**src/rtl/ads131_spi_responder_pkg.sv**
```systemverilog
// ADS131A0x link constants shared by the responder and SPI_Master.
// Command codes, status words and FSM state encoding.
package ads131_spi_responder_pkg;

  localparam int WORD_BITS = 24;

  localparam logic [15:0] CMD_NULL    = 16'h0000;
  localparam logic [15:0] CMD_RESET   = 16'h0011;
  localparam logic [15:0] CMD_STANDBY = 16'h0022;
  localparam logic [15:0] CMD_WAKEUP  = 16'h0033;
  localparam logic [15:0] CMD_LOCK    = 16'h0555;
  localparam logic [15:0] CMD_UNLOCK  = 16'h0655;

  localparam logic [15:0] STATUS_READY = 16'hFF04;
  localparam logic [15:0] STATUS_NULL  = 16'h2200;

  typedef enum logic [1:0] {
    ST_HOLD   = 2'd0,
    ST_POR    = 2'd1,
    ST_ACTIVE = 2'd2
  } state_t;

  function automatic logic [15:0] status_for(input logic [15:0] cmd);
    logic [15:0] s;
    s = 16'h0000;
    unique case (1'b1)
      cmd == CMD_NULL:    s = STATUS_NULL;
      cmd == CMD_STANDBY: s = cmd;
      cmd == CMD_WAKEUP:  s = cmd;
      cmd == CMD_LOCK:    s = cmd;
      cmd == CMD_UNLOCK:  s = cmd;
      default:            s = 16'h0000;
    endcase
    return s;
  endfunction

endpackage

```
**src/rtl/ads131_spi_responder_if.sv**
```systemverilog
// SPI pin bundle between SPI_Master and the ADS131 responder.
// Master drives select and data; responder drives miso and drdy_n.
interface ads131_spi_responder_if;

  logic cs_n;
  logic mosi;
  logic miso;
  logic miso_oe;
  logic drdy_n;

  modport master (
    output cs_n,
    output mosi,
    input  miso,
    input  miso_oe,
    input  drdy_n
  );

  modport slave (
    input  cs_n,
    input  mosi,
    output miso,
    output miso_oe,
    output drdy_n
  );

endinterface

```
**src/rtl/ads131_spi_responder_shifter.sv**
```systemverilog
// Fixed-length SPI frame shifter: parallel load while idle,
// MSB-first tx/rx, bit counter, frame-complete pulse and abort.
module ads131_spi_responder_shifter #(
  parameter int FRAME_BITS = 120
) (
  input  logic                  clk,
  input  logic                  reset_n,
  input  logic                  abort,
  input  logic                  cs_n,
  input  logic                  mosi,
  input  logic [FRAME_BITS-1:0] load,
  output logic                  miso,
  output logic [15:0]           rx_cmd,
  output logic                  done
);

  localparam int CNT_W = $clog2(FRAME_BITS);
  localparam logic [CNT_W-1:0] LAST = CNT_W'(FRAME_BITS - 1);

  logic [FRAME_BITS-1:0] tx;
  logic [FRAME_BITS-1:0] rx;
  logic [CNT_W-1:0]      bit_cnt;

  assign miso   = tx[FRAME_BITS-1];
  assign rx_cmd = rx[FRAME_BITS-1 -: 16];

  always_ff @(posedge clk or negedge reset_n) begin
    if (!reset_n) begin
      tx      <= '0;
      rx      <= '0;
      bit_cnt <= '0;
      done    <= 1'b0;
    end else if (abort || cs_n) begin
      tx      <= load;
      bit_cnt <= '0;
      done    <= 1'b0;
    end else begin
      rx <= {rx[FRAME_BITS-2:0], mosi};
      if (bit_cnt == LAST) begin
        // back-to-back frames start from a fresh image
        bit_cnt <= '0;
        done    <= 1'b1;
        tx      <= load;
      end else begin
        bit_cnt <= bit_cnt + CNT_W'(1);
        done    <= 1'b0;
        tx      <= {tx[FRAME_BITS-2:0], 1'b0};
      end
    end
  end

endmodule

```
**src/rtl/ads131_spi_responder.sv**
```systemverilog
// ADS131A0x SPI-side responder: power-up FSM, command decode,
// conversion timer and sample pattern behind a frame shifter.
module ads131_spi_responder
  import ads131_spi_responder_pkg::*;
#(
  parameter int NUM_CHANNELS = 4,
  parameter int POR_CYCLES   = 1024,
  parameter int DRDY_PERIOD  = 4167
) (
  input  logic                 synthesized_clock_4_167Mhz,
  input  logic                 reset_n,
  input  logic                 hw_reset_n,
  ads131_spi_responder_if.slave spi,
  output logic                 frame_done,
  output logic [15:0]          last_cmd,
  output logic                 overflow,
  output state_t               state
);

  localparam int FRAME_BITS = (1 + NUM_CHANNELS) * WORD_BITS;
  localparam int POR_W = $clog2(POR_CYCLES);
  localparam int PER_W = $clog2(DRDY_PERIOD);
  localparam logic [POR_W-1:0] POR_LAST = POR_W'(POR_CYCLES - 1);
  localparam logic [PER_W-1:0] PER_LAST = PER_W'(DRDY_PERIOD - 1);

  logic                  clk;
  logic                  drdy_q;
  logic                  standby;
  logic [15:0]           next_status;
  logic [WORD_BITS-1:0]  sample_cnt;
  logic [POR_W-1:0]      por_cnt;
  logic [PER_W-1:0]      period_cnt;
  logic [FRAME_BITS-1:0] load;
  logic [15:0]           rx_cmd;
  logic                  wrap;

  assign clk         = synthesized_clock_4_167Mhz;
  assign spi.drdy_n  = drdy_q;
  assign spi.miso_oe = ~spi.cs_n & reset_n;
  assign wrap        = (period_cnt == PER_LAST);

  always_comb begin
    load = '0;
    if (state == ST_ACTIVE) begin
      load[FRAME_BITS-1 -: WORD_BITS] =
        {next_status, {(WORD_BITS-16){1'b0}}};
      for (int c = 0; c < NUM_CHANNELS; c++) begin
        load[(NUM_CHANNELS-1-c)*WORD_BITS +: WORD_BITS] =
          sample_cnt + WORD_BITS'(c);
      end
    end
  end

  ads131_spi_responder_shifter #(
    .FRAME_BITS(FRAME_BITS)
  ) u_shifter (
    .clk    (clk),
    .reset_n(reset_n),
    .abort  (~hw_reset_n),
    .cs_n   (spi.cs_n),
    .mosi   (spi.mosi),
    .load   (load),
    .miso   (spi.miso),
    .rx_cmd (rx_cmd),
    .done   (frame_done)
  );

  always_ff @(posedge clk or negedge reset_n) begin
    if (!reset_n) begin
      state       <= ST_HOLD;
      drdy_q      <= 1'b1;
      last_cmd    <= '0;
      overflow    <= 1'b0;
      standby     <= 1'b0;
      next_status <= '0;
      sample_cnt  <= '0;
      por_cnt     <= '0;
      period_cnt  <= '0;
    end else if (!hw_reset_n) begin
      state       <= ST_HOLD;
      drdy_q      <= 1'b1;
      standby     <= 1'b0;
      next_status <= '0;
      sample_cnt  <= '0;
      por_cnt     <= '0;
      period_cnt  <= '0;
    end else begin
      if (frame_done) overflow <= 1'b0;
      unique case (state)
        ST_HOLD: begin
          state   <= ST_POR;
          por_cnt <= '0;
        end
        ST_POR: begin
          if (por_cnt == POR_LAST) begin
            state       <= ST_ACTIVE;
            next_status <= STATUS_READY;
            period_cnt  <= '0;
            standby     <= 1'b0;
          end else begin
            por_cnt <= por_cnt + POR_W'(1);
          end
        end
        ST_ACTIVE: begin
          if (frame_done) drdy_q <= 1'b1;
          // a conversion landing on frame completion keeps drdy_n low
          if (!standby) begin
            if (wrap) begin
              period_cnt <= '0;
              sample_cnt <= sample_cnt + WORD_BITS'(1);
              drdy_q     <= 1'b0;
              if (!drdy_q && !frame_done) overflow <= 1'b1;
            end else begin
              period_cnt <= period_cnt + PER_W'(1);
            end
          end
          if (frame_done) begin
            last_cmd    <= rx_cmd;
            next_status <= status_for(rx_cmd);
            unique case (1'b1)
              rx_cmd == CMD_RESET: begin
                state   <= ST_POR;
                por_cnt <= '0;
                drdy_q  <= 1'b1;
                standby <= 1'b0;
              end
              rx_cmd == CMD_STANDBY: standby <= 1'b1;
              rx_cmd == CMD_WAKEUP:  standby <= 1'b0;
              default: ;
            endcase
          end
        end
        default: state <= ST_HOLD;
      endcase
    end
  end

endmodule
```
**src/flat_wrapper.sv**
```systemverilog
// flat-port wrapper written by rule: the top's interface ports become plain ports
module ads131_spi_responder_flat import ads131_spi_responder_pkg::*;
#(
  parameter int NUM_CHANNELS = 4,
  parameter int POR_CYCLES   = 1024,
  parameter int DRDY_PERIOD  = 4167
)
  (synthesized_clock_4_167Mhz, reset_n, hw_reset_n, frame_done, last_cmd, overflow, state, spi_cs_n, spi_mosi, spi_miso, spi_miso_oe, spi_drdy_n);
  ads131_spi_responder_if spi_i ();
  input  logic synthesized_clock_4_167Mhz;
  input  logic reset_n;
  input  logic hw_reset_n;
  output logic frame_done;
  output logic [15:0] last_cmd;
  output logic overflow;
  output state_t state;
  input wire logic [$bits(spi_i.cs_n)-1:0] spi_cs_n;
  input wire logic [$bits(spi_i.mosi)-1:0] spi_mosi;
  output wire logic [$bits(spi_i.miso)-1:0] spi_miso;
  output wire logic [$bits(spi_i.miso_oe)-1:0] spi_miso_oe;
  output wire logic [$bits(spi_i.drdy_n)-1:0] spi_drdy_n;
  assign spi_i.cs_n = spi_cs_n;
  assign spi_i.mosi = spi_mosi;
  assign spi_miso = spi_i.miso;
  assign spi_miso_oe = spi_i.miso_oe;
  assign spi_drdy_n = spi_i.drdy_n;
  ads131_spi_responder #(.NUM_CHANNELS(NUM_CHANNELS), .POR_CYCLES(POR_CYCLES), .DRDY_PERIOD(DRDY_PERIOD)) u_core (.synthesized_clock_4_167Mhz(synthesized_clock_4_167Mhz), .reset_n(reset_n), .hw_reset_n(hw_reset_n), .spi(spi_i), .frame_done(frame_done), .last_cmd(last_cmd), .overflow(overflow), .state(state));
endmodule
```
**config.mk**
```make
export PLATFORM = sky130hd
export DESIGN_NAME = ads131_spi_responder_flat
export DESIGN_NICKNAME = d
export VERILOG_FILES = /design/src/rtl/ads131_spi_responder_pkg.sv /design/src/rtl/ads131_spi_responder_if.sv /design/src/rtl/ads131_spi_responder_shifter.sv /design/src/rtl/ads131_spi_responder.sv /design/src/flat_wrapper.sv
export SDC_FILE = /design/constraint.sdc
export NUM_CORES = 1
export LEC_CHECK = 0
export CORE_UTILIZATION = 50
export CTS_CLUSTER_DIAMETER = 40
export CTS_CLUSTER_SIZE = 10
export DETAILED_ROUTE_END_ITERATION = 16
export GPL_TIMING_DRIVEN = 0
export HOLD_SLACK_MARGIN = 0.03
export PLACE_DENSITY = 0.66
export REMOVE_ABC_BUFFERS = 1
export SLEW_MARGIN = 5
export SYNTH_ARGS = -nofsm -noshare
export SYNTH_HDL_FRONTEND = slang
export SYNTH_HIERARCHICAL = 1
export SYNTH_SLANG_ARGS = --single-unit
export TNS_END_PERCENT = 50
```
**constraint.sdc**
```tcl
create_clock -name synthesized_clock_4_167Mhz -period 5.9 [get_ports synthesized_clock_4_167Mhz]
set_clock_uncertainty 0.2 [all_clocks]
set_input_delay 1.18 -clock synthesized_clock_4_167Mhz [delete_from_list [all_inputs] [get_ports synthesized_clock_4_167Mhz]]
set_output_delay 1.18 -clock synthesized_clock_4_167Mhz [all_outputs]
set_load 0.02 [all_outputs]
```
==> results.tsv, run 1 <==
stage	metric	value	unit
outcome	run_status	finished clean	
floorplanning	fp.dieArea	31460	sq um
final_layout	fillerInstances	2484	
clocking	cts_hold_fix_bufs	0	
worst_setup_path	required	4.52	ns
routing	drtPass1Iterations	5	
timing	period_share	71.98	%
pwr	p_int	4.068	mW
clocking	cts-resized-gates	0	
final_layout	postLayoutCellArea	17400	sq um
worst_setup_path	critical_path.max_fanout	88	
routing	avgViaCountPerCell	5.399	
placed_design	gp_congestion	0.8017	
worst_setup_path	timing.critical_path.slowest_cell_delay	0.62	ns
clocking	clockBufferDepth	3	
routing	routed_wl	30850	microns
clocking	clkSlewWorstSetupHoldPaths	0.05	ns
timing	timing.max_slew.rel_slack	42.75	%
pwr	power.leakage	8.425	nW
pwr	vdd_drop_max	258.2	uV
final_layout	final_nets	1545	
timing	timing_worst_slew_pin_value	0.8562	ns
placed_design	portBuffers	27	
global_route	grt_first_pass_wirelength	52340	microns
global_route	track_usage	20.46	%
timing	post-route-min-period	4.247	ns
floorplanning	floorplan.rows	63	
global_route	grt_pass1_vias	10283	
routing	drcViolationCount	0	
worst_setup_path	r2r-start	u_core/sample_cnt[1]$_DFFE_PN0P_	
worst_setup_path	timing.critical_path.cells	buf_8, buf_16, nor2b_1, clkdlybuf4s50_1	
routing	wire_per_inst	15.86	microns
clocking	htree_levels	2	
floorplanning	die_y	177.4	microns
logic_synthesis	post_synth_arst_share	100.0	%
floorplanning	top_level_ports	28	
logic_synthesis	synth_area_leader_cell	sky130_fd_sc_hd__dfrtp_1	
clocking	clk_root_buffer_cell	sky130_fd_sc_hd__clkbuf_16	
worst_setup_path	crit_arrival	2.87	ns
pwr	power-per-cell-area	295.5	nW/um^2
worst_setup_path	worstSetupEndpointType	output port	
logic_synthesis	synth.ff_latch_count	332	
pwr	power_frac_seq	45.4	%
flow_run	max_cap_violations	0	
worst_setup_path	timing.critical_path.from_type	input port	
worst_setup_path	critPathKind	input port to output port	
timing	achievable-frequency	235.5	MHz
worst_setup_path	timing.critical_path.slowest_stage_cell	sky130_fd_sc_hd__clkdlybuf4s50_1	
timing	final_critical_path_setup_slack	1.653	ns
pwr	netSwitchingPower	1.071	mW
timing	finalSetupViolCount	0	
floorplanning	die_width	177.4	microns
routing	detailroute.via_count	10502	
final_layout	multiInputGateArea	6487	sq um
logic_synthesis	post_synthesis_instance_area	15380	sq um
floorplanning	design.core.area	29950	sq um
routing	final_antenna_net_count	0	
final_layout	syn2layout_area_growth	13.13	%
global_route	antenna_violations_before_repair	0	
pwr	part_of_the_total_power_dissipated_in_the_clock_network	51.0	%
global_route	grt_remaining_overflow	0	
final_layout	most_frequent_cells_in_the_layout	sky130_fd_sc_hd__nand2_1, sky130_fd_sc_hd__dfrtp_1, sky130_fd_sc_hd__nor2_1, sky130_fd_sc_hd__mux2_2, sky130_fd_sc_hd__clkbuf_16	
worst_hold_path	hold_path_startpoint	u_core/u_shifter/rx[75]$_DFFE_PN0P_	
final_layout	drive_gt1_share	12.35	%
logic_synthesis	netlist_top_cells_area	sky130_fd_sc_hd__dfrtp_1, sky130_fd_sc_hd__nand2_1, sky130_fd_sc_hd__mux2_2, sky130_fd_sc_hd__mux2_1, sky130_fd_sc_hd__nor2_1	
clocking	cts_setup_buffers	0	
clocking	numCtsBuffers	45	
logic_synthesis	synth_largest_type_area_fraction	53.87	%
logic_synthesis	synth_cells	1552	
logic_synthesis	number_of_flops_mapped_to_enable_cells_by_yosys	0	
pwr	sw_frac_of_total	20.84	%
timing	grt_setup_unrepaired	no	
logic_synthesis	synth_seq_area_share	54.04	%
logic_synthesis	synthesis.yosys.warnings	6	
worst_hold_path	worst_hold_path_type	flop to flop	
routing	number_of_violations_reported_at_the_end_of_detailed_routing_iteration_0	752	
timing	slew_violations	0	
final_layout	mostFrequentLayoutCell	sky130_fd_sc_hd__nand2_1	
logic_synthesis	yosys.cell_types.count	70	
timing	final.hold.worst_slack	0.2456	ns
global_route	pin_count_of_the_biggest_net_entering_global_routing	95	
placed_design	post_dp_cell_area	15960	sq um
clocking	insertion_delay	0.52	ns
logic_synthesis	avgSynthCellArea	9.907	sq um
placed_design	hpwlAfterDp	18830	microns
logic_synthesis	predominant_post_synthesis_flop_cell	sky130_fd_sc_hd__dfrtp_1	
clocking	cts.sinks	332	
worst_setup_path	crit_start	reset_n	
floorplanning	initial_core_util	51.33	%
placed_design	worst_setup_slack_before_clock_tree_synthesis	1.256	ns
final_layout	register_area	8309	sq um
timing	final_number_of_hold_violating_endpoints	0	
final_layout	antenna_cells_inserted	0	
clocking	tritoncts	yes	
pwr	comb_power_share	3.6	%
==> power groups by stage <==
stage / registers (mW) / clock network (mW) / logic (mW)
2_1_floorplan: 2.37 / 0 / 0.0876
3_3_place_gp: 2.38 / 0 / 0.164
3_5_place_dp: 2.37 / 0 / 0.190
4_1_cts: 2.33 / 2.68 / 0.191
5_1_grt: 2.34 / 2.78 / 0.211
6_report: 2.33 / 2.62 / 0.186
==> critical path: cells and delay by family <==
kind,cells,cell delay [ns]
buffers and inverters,3,1.42
AND/OR/NAND/NOR,1,0.19
==> area by class of cell <==
| class | instances | share of cell area [%] |
|---|---|---|
| Tap cell | 390 | 2.805 |
| Clock buffer | 59 | 7.006 |
| Clock inverter | 11 | 1.223 |
| Timing Repair Buffer | 41 | 3.668 |
| Inverter | 11 | 0.2374 |
| Sequential cell | 332 | 47.77 |
| Multi-Input combinational cell | 1101 | 37.29 |
==> cell families (layout without fill, tap and decap cells) <==
logic type               Yosys count  count (layout)  synth area share [%]
AND/OR/NAND/NOR                  759             759                 22.83
flip-flops                       332             332                 54.04
AO/OA/AOI/OAI                    135             135                 5.477
buffers and inverters            126             122                 4.150
multiplexers                     120             120                 8.780
XOR/XNOR                          71              71                 4.044
adder cells (fa/ha/maj)            8               8                0.6510
other                              1               8               0.02439
==> final timing paths <==
path / cells past startpoint / slack (ns) / endpoint
max: 4 / 1.65 / spi_miso_oe
min: 2 / 0.25 / u_core/u_shifter/rx[76]$_DFFE_PN0P_
max reg2reg: 7 / 2.94 / u_core/u_shifter/tx[17]$_DFF_PN0_
min reg2reg: 2 / 0.25 / u_core/u_shifter/rx[76]$_DFFE_PN0P_
max in group asynchronous: 3 / 3.79 / u_core/sample_cnt[4]$_DFFE_PN0P_
min in group asynchronous: 1 / 0.42 / u_core/u_shifter/tx[101]$_DFF_PN0_
==> synthesized netlist by cell type (2+ instances only) <==
cell type,n
sky130_fd_sc_hd__a32o_1,6
sky130_fd_sc_hd__dfrtp_1,331
sky130_fd_sc_hd__nor2_1,115
sky130_fd_sc_hd__a31o_2,2
sky130_fd_sc_hd__buf_2,27
sky130_fd_sc_hd__and2_1,43
sky130_fd_sc_hd__nand2b_1,6
sky130_fd_sc_hd__inv_1,10
sky130_fd_sc_hd__nor4_4,3
sky130_fd_sc_hd__or2_2,2
sky130_fd_sc_hd__a311oi_1,2
sky130_fd_sc_hd__o22ai_1,2
sky130_fd_sc_hd__a21o_1,2
sky130_fd_sc_hd__o21ai_0,40
sky130_fd_sc_hd__nor3_2,4
sky130_fd_sc_hd__a21oi_1,33
sky130_fd_sc_hd__a31oi_1,13
sky130_fd_sc_hd__nand3_1,33
sky130_fd_sc_hd__nor4_1,7
sky130_fd_sc_hd__xor2_1,29
sky130_fd_sc_hd__nand2_1,451
sky130_fd_sc_hd__nand3b_1,3
sky130_fd_sc_hd__and4_1,10
sky130_fd_sc_hd__nand4_2,6
sky130_fd_sc_hd__o31ai_1,9
sky130_fd_sc_hd__xnor2_1,42
sky130_fd_sc_hd__mux2_1,44
sky130_fd_sc_hd__nand4_1,9
sky130_fd_sc_hd__o21ai_1,6
sky130_fd_sc_hd__ha_1,8
sky130_fd_sc_hd__nor4_2,6
sky130_fd_sc_hd__o21a_1,6
sky130_fd_sc_hd__and3_1,7
sky130_fd_sc_hd__nor2b_1,10
sky130_fd_sc_hd__buf_6,5
sky130_fd_sc_hd__buf_4,24
sky130_fd_sc_hd__or3_1,14
sky130_fd_sc_hd__buf_1,9
sky130_fd_sc_hd__mux2_2,75
sky130_fd_sc_hd__and4bb_2,4
sky130_fd_sc_hd__clkbuf_1,49
sky130_fd_sc_hd__nor3_1,15
sky130_fd_sc_hd__a41oi_1,2
sky130_fd_sc_hd__or2_1,2
==> routing by layer <==
layer / wire length, microns / track usage [%] / part of all wire [%] / up-vias
li1: - / - / - / 5063
met2: 14660 / 32.94 / 48 / 178
met5: 0 / 0 / 0 / -
met1: 14520 / 28.84 / 47 / 5218
met3: 1154 / 3.256 / 3.7 / 43
met4: 511 / 5.235 / 1.7 / 0
==> metrics by stage <==
step / util, % / cells / TNS (ns) / total power [mW]
final: 58.07 / 1945 / 0 / 5.140
after detailed placement: 53.30 / 1875 / 0 / 2.563
after CTS: 58.07 / 1945 / 0 / 5.205
after global routing: 58.07 / 1945 / 0 / 5.325
after global placement: 51.96 / 1861 / -5532.13 / 2.540
after floorplan: - / 1444 / -589.56 / 2.456
==> registers in the layout, summed over array words and instances, names as in the netlist <==
register,flops
u_core/u_shifter/rx,120
u_core/u_shifter/tx,120
u_core/sample_cnt,24
u_core/last_cmd,16
u_core/next_status,16
u_core/period_cnt,13
u_core/por_cnt,10
u_core/u_shifter/bit_cnt,7
u_core/state,2
u_core/overflow,1
u_core/spi.drdy_n,1
u_core/standby,1
u_core/u_shifter/done,1
Power figures use the tool's default switching activity.
==> run 2, diff against run 1 <==
clock period = 4.45 ns   (was 5.9 ns; I/O delays follow)
==> results of run 2 <==
The final DEF is identical to that of run 1. Status: finished clean.
Among the figures that moved: setup slack after placement 1.256 ns -> 0.09647 ns; setup slack after layout 1.653 ns -> 0.5842 ns; hold slack 0.2456 ns -> 0.1306 ns; start point of the critical path reset_n -> hw_reset_n; end point of the critical path spi_miso_oe -> u_core/u_shifter/tx[95]$_DFF_PN0_; register-to-register setup slack 2.94 ns -> 1.49 ns; total power 5.140 mW -> 6.814 mW; worst IR drop on VDD 258.2 uV -> 342.3 uV
